File: config.mk
export PLATFORM = sky130hd
export DESIGN_NAME = instr_rom_monitor
export DESIGN_NICKNAME = d
export VERILOG_FILES = /design/src/rtl/tb_harness_pkg.sv /design/src/rtl/prog_mem.sv /design/src/rtl/instr_rom_monitor.sv
export SDC_FILE = /design/constraint.sdc
export NUM_CORES = 2
export LEC_CHECK = 0
export CORE_ASPECT_RATIO = 1.1
export CORE_UTILIZATION = 55
export DETAILED_ROUTE_END_ITERATION = 8
export PLACE_DENSITY = 0.72
export SLEW_MARGIN = 20
export SYNTH_ARGS = -nofsm -noshare
export SYNTH_HDL_FRONTEND = slang
export SYNTH_SLANG_ARGS = --single-unit
export TNS_END_PERCENT = 5
File: constraint.sdc
create_clock -name clk -period 4.7 [get_ports clk]
set_input_delay 0.94 -clock clk [delete_from_list [all_inputs] [get_ports clk]]
set_output_delay 0.94 -clock clk [all_outputs]
set_load 0.1 [all_outputs]
File: src/rtl/tb_harness_pkg.sv
// Shared constants and state type for the instruction ROM / end-of-program monitor.
package tb_harness_pkg;

  localparam logic [31:0] DEFAULT_BASE_ADDR = 32'hBFC0_0000;
  localparam logic [31:0] DEFAULT_HALT_ADDR = 32'h0000_0000;
  localparam logic [31:0] NOP               = 32'h0000_0000;

  typedef enum logic [1:0] {
    IDLE,
    RUN,
    DONE
  } mon_state_t;

endpackage

File: src/rtl/prog_mem.sv
// Program word array: synchronous load port, combinational fetch port that
// returns NOP for misaligned or out-of-window addresses.
module prog_mem
  import tb_harness_pkg::*;
#(
  parameter int          DEPTH     = 64,
  parameter logic [31:0] BASE_ADDR = DEFAULT_BASE_ADDR
) (
  input  logic                     clk,
  input  logic                     we_i,
  input  logic [$clog2(DEPTH)-1:0] waddr_i,
  input  logic [31:0]              wdata_i,
  input  logic [31:0]              raddr_i,
  output logic [31:0]              rdata_o,
  output logic                     in_range_o,
  output logic                     aligned_o
);

  localparam int          IW   = $clog2(DEPTH);
  localparam logic [31:0] SPAN = 32'(DEPTH * 4);

  logic [31:0]   mem_q [DEPTH];
  logic [31:0]   offset;
  logic [IW-1:0] ridx;

  // Addresses below the base wrap to huge offsets, so one unsigned compare covers both bounds.
  assign offset     = raddr_i - BASE_ADDR;
  assign in_range_o = offset < SPAN;
  assign aligned_o  = raddr_i[1:0] == 2'b00;
  assign ridx       = offset[IW+1:2];
  assign rdata_o    = (in_range_o && aligned_o) ? mem_q[ridx] : NOP;

  // NOTE: no reset on the array; a program written while reset is held must survive into the run.
  always_ff @(posedge clk) begin
    if (we_i) begin
      mem_q[waddr_i] <= wdata_i;
    end
  end

endmodule

File: src/rtl/instr_rom_monitor.sv
// Instruction ROM served at the reset vector plus halt/timeout checker that
// grades register_v0 and counts RUN cycles.
module instr_rom_monitor
  import tb_harness_pkg::*;
#(
  parameter int          DEPTH          = 64,
  parameter logic [31:0] BASE_ADDR      = DEFAULT_BASE_ADDR,
  parameter logic [31:0] HALT_ADDR      = DEFAULT_HALT_ADDR,
  parameter int          TIMEOUT_CYCLES = 200
) (
  input  logic                     clk,
  input  logic                     reset,
  input  logic                     load_en,
  input  logic [$clog2(DEPTH)-1:0] load_index,
  input  logic [31:0]              load_data,
  input  logic [31:0]              instr_address,
  output logic [31:0]              instr_readdata,
  input  logic                     active,
  input  logic [31:0]              register_v0,
  input  logic [31:0]              expected_v0,
  output logic                     done,
  output logic                     pass,
  output logic                     timeout,
  output logic                     fetch_error,
  output logic [31:0]              cycle_count
);

  localparam logic [31:0] LAST_CYCLE = 32'(TIMEOUT_CYCLES - 1);

  logic        in_range, aligned;
  logic        in_run, at_halt_addr, halt, bad_fetch, expired;
  mon_state_t  state_q;
  logic        done_q, pass_q, timeout_q, fetch_error_q;
  logic [31:0] cycle_count_q, cycle_count_d;

  prog_mem #(
    .DEPTH    (DEPTH),
    .BASE_ADDR(BASE_ADDR)
  ) u_prog_mem (
    .clk       (clk),
    .we_i      (load_en && reset),
    .waddr_i   (load_index),
    .wdata_i   (load_data),
    .raddr_i   (instr_address),
    .rdata_o   (instr_readdata),
    .in_range_o(in_range),
    .aligned_o (aligned)
  );

  assign in_run        = state_q == RUN;
  assign at_halt_addr  = instr_address == HALT_ADDR;
  assign halt          = in_run && (cycle_count_q != 32'd0) && (at_halt_addr || !active);
  assign bad_fetch     = in_run && !at_halt_addr && !(in_range && aligned);
  assign expired       = in_run && (cycle_count_q == LAST_CYCLE);
  assign cycle_count_d = (&cycle_count_q) ? cycle_count_q : cycle_count_q + 32'd1;

  // NOTE: every register here is assigned with <= so all of them see pre-edge values of each other.
  always_ff @(posedge clk) begin
    if (reset) begin
      state_q       <= IDLE;
      done_q        <= 1'b0;
      pass_q        <= 1'b0;
      timeout_q     <= 1'b0;
      fetch_error_q <= 1'b0;
      cycle_count_q <= 32'd0;
    end else begin
      case (state_q)
        IDLE: state_q <= RUN;
        RUN: begin
          cycle_count_q <= cycle_count_d;
          if (bad_fetch) begin
            fetch_error_q <= 1'b1;
          end
          // Halt takes priority over a timeout landing on the same edge.
          if (halt) begin
            state_q <= DONE;
            done_q  <= 1'b1;
            pass_q  <= (register_v0 == expected_v0) && !(fetch_error_q || bad_fetch);
          end else if (expired) begin
            state_q   <= DONE;
            done_q    <= 1'b1;
            timeout_q <= 1'b1;
          end
        end
        default: state_q <= state_q;
      endcase
    end
  end

  assign done        = done_q;
  assign pass        = pass_q;
  assign timeout     = timeout_q;
  assign fetch_error = fetch_error_q;
  assign cycle_count = cycle_count_q;

endmodule

[After elaboration in Yosys (flattened, before gate mapping)]
Memories as Yosys holds them, arrays and structs flattened.
Cells that the tools add are included.
Word-level totals
  register bits: 38
  memory bits (writable): 2048
  output and inout port bits: 68
  word-level logic and storage cells: 51
  memories: 1
Operators by class
  $add $sub $neg: 2
  $lt $le $gt $ge: 1
  equal/unequal tests: 4
  multiplexer cells: 8
  bitwise gates (word level): 2
  reduce and logical (&&, ||, !) cells: 27
Memory list
  u_prog_mem.mem_q: depth 64, width 32, read ports 1, clocked after Yosys merged registers in 0, write ports 1, RTL line prog_mem.sv:22  | logic [31:0] mem_q [DEPTH];
Operator list (count)
  $add A32 B1 Y32 const B: 1
  $eq A32 B32 Y1: 1
  $eq A32 B8 Y1 const B: 1
  $logic_not A32 Y1: 1
  $lt A32 B9 Y1 const B: 1
  $mux W32: 1
  $reduce_and A32 Y1: 1
  $reduce_bool A32 Y1: 1
  $sub A32 B32 Y32 const B: 1
  $reduce_and A2 Y1: 5
  $logic_and A1 B1 Y1: 8
  $logic_not A1 Y1: 4
  $logic_not A2 Y1: 2
  $mux W1: 4
  $mux W2: 2
  $pmux W2 S2: 1
  $reduce_bool A2 Y1: 2
  $ne A3 B1 Y1 const B: 1
  $reduce_and A3 Y1: 1
  $eq A2 B1 Y1 const B: 1
  $logic_or A1 B1 Y1: 2
  $not A1 Y1: 2

[Depth between registers and ports, before layout]
  depth after elaboration: 8
  mapped depth: 10

[Cells and area by module]
Synthesis repeated with hierarchy kept, for this count alone.
Unflattened totals
  cell total of the unflattened synthesis: 3753
  area total of the unflattened synthesis: 81219.1 um^2
Modules (own cells, without submodules)
  prog_mem: instances 1, cells an instance 3445, area an instance 78738.0 um^2
  instr_rom_monitor: instances 1, cells an instance 308, area an instance 2481.1 um^2

[Worst setup path before layout]
Ideal clock, no wire load.
  path kind: input -> output
  from: in instr_address[2]
  to: out instr_readdata[12]
  data arrival time: 6.866 ns
  required time: 3.760 ns
  setup slack: -3.106 ns
  cell stages on the path: 8
  path through: buf_6 > buf_6 > buf_6 > buf_6 > buf_4 > a311oi_1 > a2111oi_0 > a2111oi_0
On the way
  cells in the longest elaborated chain, start to end: 4
RTL lines
  start, declared: RTL line instr_rom_monitor.sv:16  | input logic [31:0] instr_address,
  $sub A32 B32 Y32 *: RTL line prog_mem.sv:27  | assign offset = raddr_i - BASE_ADDR;
  $lt A32 B9 Y1: RTL line prog_mem.sv:28  | assign in_range_o = offset < SPAN;
  $logic_and A1 B1 Y1: RTL line prog_mem.sv:31  | assign rdata_o = (in_range_o && aligned_o) ? mem_q[ridx] : NOP;
  $mux W32 *: RTL line prog_mem.sv:31
  end, declared: RTL line instr_rom_monitor.sv:17  | output logic [31:0] instr_readdata,
Every way passes the cells marked *; elsewhere a longest branch is shown, timed or not.

[Worst setup path after layout]
  from: in instr_address[5]
  to: out instr_readdata[27]
The elaborated chain is that of the path after synthesis.

==> metrics.cfg <==
[outcome]
status=complete, but fails checks
violations=setup timing

[yosys]
async_reset_ff_share_pct=0
synth_area_leaders=edfxtp_1, mux4_2, mux2i_1, dfxtp_1, nor2_1
synth_top_area_share_pct=76.1
synth_top_area_cell=edfxtp_1
synth_edf_count=2048
synth_area_sq_um=80800
seq_area_frac_synth_pct=77.0
ys_ff_latch=2086
syn-num-nets=3734
synthFlopType=edfxtp_1
ys_warn_count=0
synthCells=3594
synth_cell_types=66
syn_avg_cell_area_sq_um=22.5

[worst_setup_path]
crit_type=in2out
critPathMaxStageDelay_ps=660
cp.buffers_inverters=3
cp_slowest_cell=nor2b_1
crit_path_cell_trace=buf_2 -> buf_4 -> nor2b_1 -> a221oi_1 -> a31oi_1 -> nor2_1 -> a311oi_2 -> buf_12
arrival_ps=3800
cp_max_fo=8
end_kind=output port
crit_family=compound AO/OA/AOI/OAI gates
start_kind=input port
required_ps=3760

[cells_and_area]
nets=4225
most-common-layout-cells=edfxtp_1, mux4_2, buf_4, clkbuf_16, clkdlybuf4s50_1
drive_gt1_share_pct=30.0
final_common_cell=edfxtp_1
final_cell_area_sq_um=94200
syn_to_final_growth_pct=16.5
instances_no_fill=6194

[timing]
skew_ps=9.23
period_needed_ps=4740
slew_viol_final=0
worstMarginPinSlew_ps=1150
holdWs_ps=449
finalSetupViolCount=2
max_freq_mhz=211
hold_viol_final=0
maxSlewHeadroom_pct=23.5
rsz0062_at_grt=true
fin_crit_sh_pct=101
fin_ws_ps=-40.1

[drt]
drtIter0Drc=5813
wl_met3_microns=20900
detail-route-antenna-nets=0
first_pass_iters=6
wl_met2_microns=102000
viasPerCell=6.61
wl_met1_microns=76400
num_vias=40957
wl_per_cell_microns=33.3
top_layer=met5
drc=0
wl_microns=206000

[global_routing]
antenna_found_initial=15
overflow=0
track_usage_pct=28.1
grt_start_max_net_pins=73
grt_pass1_wl_microns=294000
grt_pass1_vias=41008

[clock_tree]
cts_sinks=2086
clock_latency_ps=830
cts.clk_slew.worst_paths_ps=60
cts_max_level=4
cts_max_path_buffers=3
cts_buffers=195
tritoncts=built
root_buffer=clkbuf_16

[min_path]
worstHoldPathType=reg2reg

[place]
hpwlAfterDp_microns=119000
gp_congestion=0.847
placed_cell_area_sq_um=87800
port_buffers=205
dp_cells=5824
post-place-ws_ps=-387

[floorplan]
dieArea_sq_um=149000
fp-row-count=147
io-pin-count=206
die_w_microns=368
core_sq_um=146000
initial_core_util_pct=55.4
die_y_microns=404

[run]
maxCapViolCount=0

[power]
p_leak_nw=29.5
power.total_mw=37.8
power_density_nw_per_um2=402
vdd_drop_max_v=0.000382

## layout make-up
class	count	area, sq um
clock inverter	127	1110
sequential	2086	62300
antenna	5	12.5
fill	9291	51700
inverter	16	70.1
clock buffer	237	5060
multi-input combinational	1306	18000
timing repair buffer	480	5200
tap	1937	2420
## tightest hold or removal path: stages (launching register included)
cell     delay, ps
dfxtp_1        310
inv_1           40
a21oi_1         50
## sequential cells by signal, indices dropped and copies added (netlist names)
signal            cells
u_prog_mem.mem_q   2048
timeout               1
cycle_count          32
state_q               2
pass                  1
fetch_error           1
done                  1
## through the flow
step	TNS, ps	util [%]
floorplan	-15600	-
CTS	0	64.5
finish	-54.0	64.6
detailed placement	-1070	60.2
global placement	-1010	60.2
global route	-5.43	64.6
## path summary, 6_finish.rpt
path	endpoint	depth (start not counted)	from	slack, ps
hold reg to reg	timeout$_SDFFE_PP0P_	2	timeout$_SDFFE_PP0P_	450
hold / removal	timeout$_SDFFE_PP0P_	2	timeout$_SDFFE_PP0P_	450
setup reg to reg	cycle_count[17]$_SDFFE_PP0P_	5	cycle_count[20]$_SDFFE_PP0P_	2210
setup / recovery	instr_readdata[27]	8	instr_address[5]	-40
## cells in the mapped netlist, drive strengths merged (4+ instances only)
library cell / n
a2111oi: 10
a211oi: 6
a21oi: 23
a221o: 11
a221oi: 9
a31oi: 8
and3: 7
and4: 6
buf: 129
clkbuf: 57
dfxtp: 38
edfxtp: 2048
inv: 14
mux2: 12
mux2i: 99
mux4: 567
nand2: 84
nand2b: 7
nand3: 32
nand3b: 4
nand4: 22
nor2: 152
nor3: 44
nor4: 29
o2111ai: 4
o211ai: 4
o21ai: 31
o221ai: 4
o22ai: 19
o31ai: 7
o32ai: 8
or3: 12
or4: 5
xnor2: 45
## layer usage
metal  up-vias  GRT usage [%]
met5         -              0
met4         6           9.59
met3       448           5.42
met2      2607           45.8
met1     21579           38.5
li1      16317              -
## logic make-up after synthesis
| logic type | after synthesis | share of synthesized area [%] |
|---|---|---|
| adders and majority gates | 2 | 0.0309 |
| AOI/OAI and AO/OA | 160 | 1.39 |
| DFF | 2086 | 77.0 |
| buffers and inverters | 202 | 1.40 |
| xor gates and xnor gates | 46 | 0.498 |
| and+or+nand+nor | 420 | 2.47 |
| muxes | 678 | 17.2 |
## repair_timing
item                                    4_1_cts  5_1_grt
hold buffers                                  0        0
resized for setup                             8        4
endpoints found under the setup margin        4        4
buffers inserted                              0        0
## report_power, final
part	switching (mW)	internal (mW)
clock network	6.80	8.52
registers	0.0232	20.5
logic	1.16	0.830
total	7.99	29.8
No activity file was read; power rests on OpenSTA's default activity.
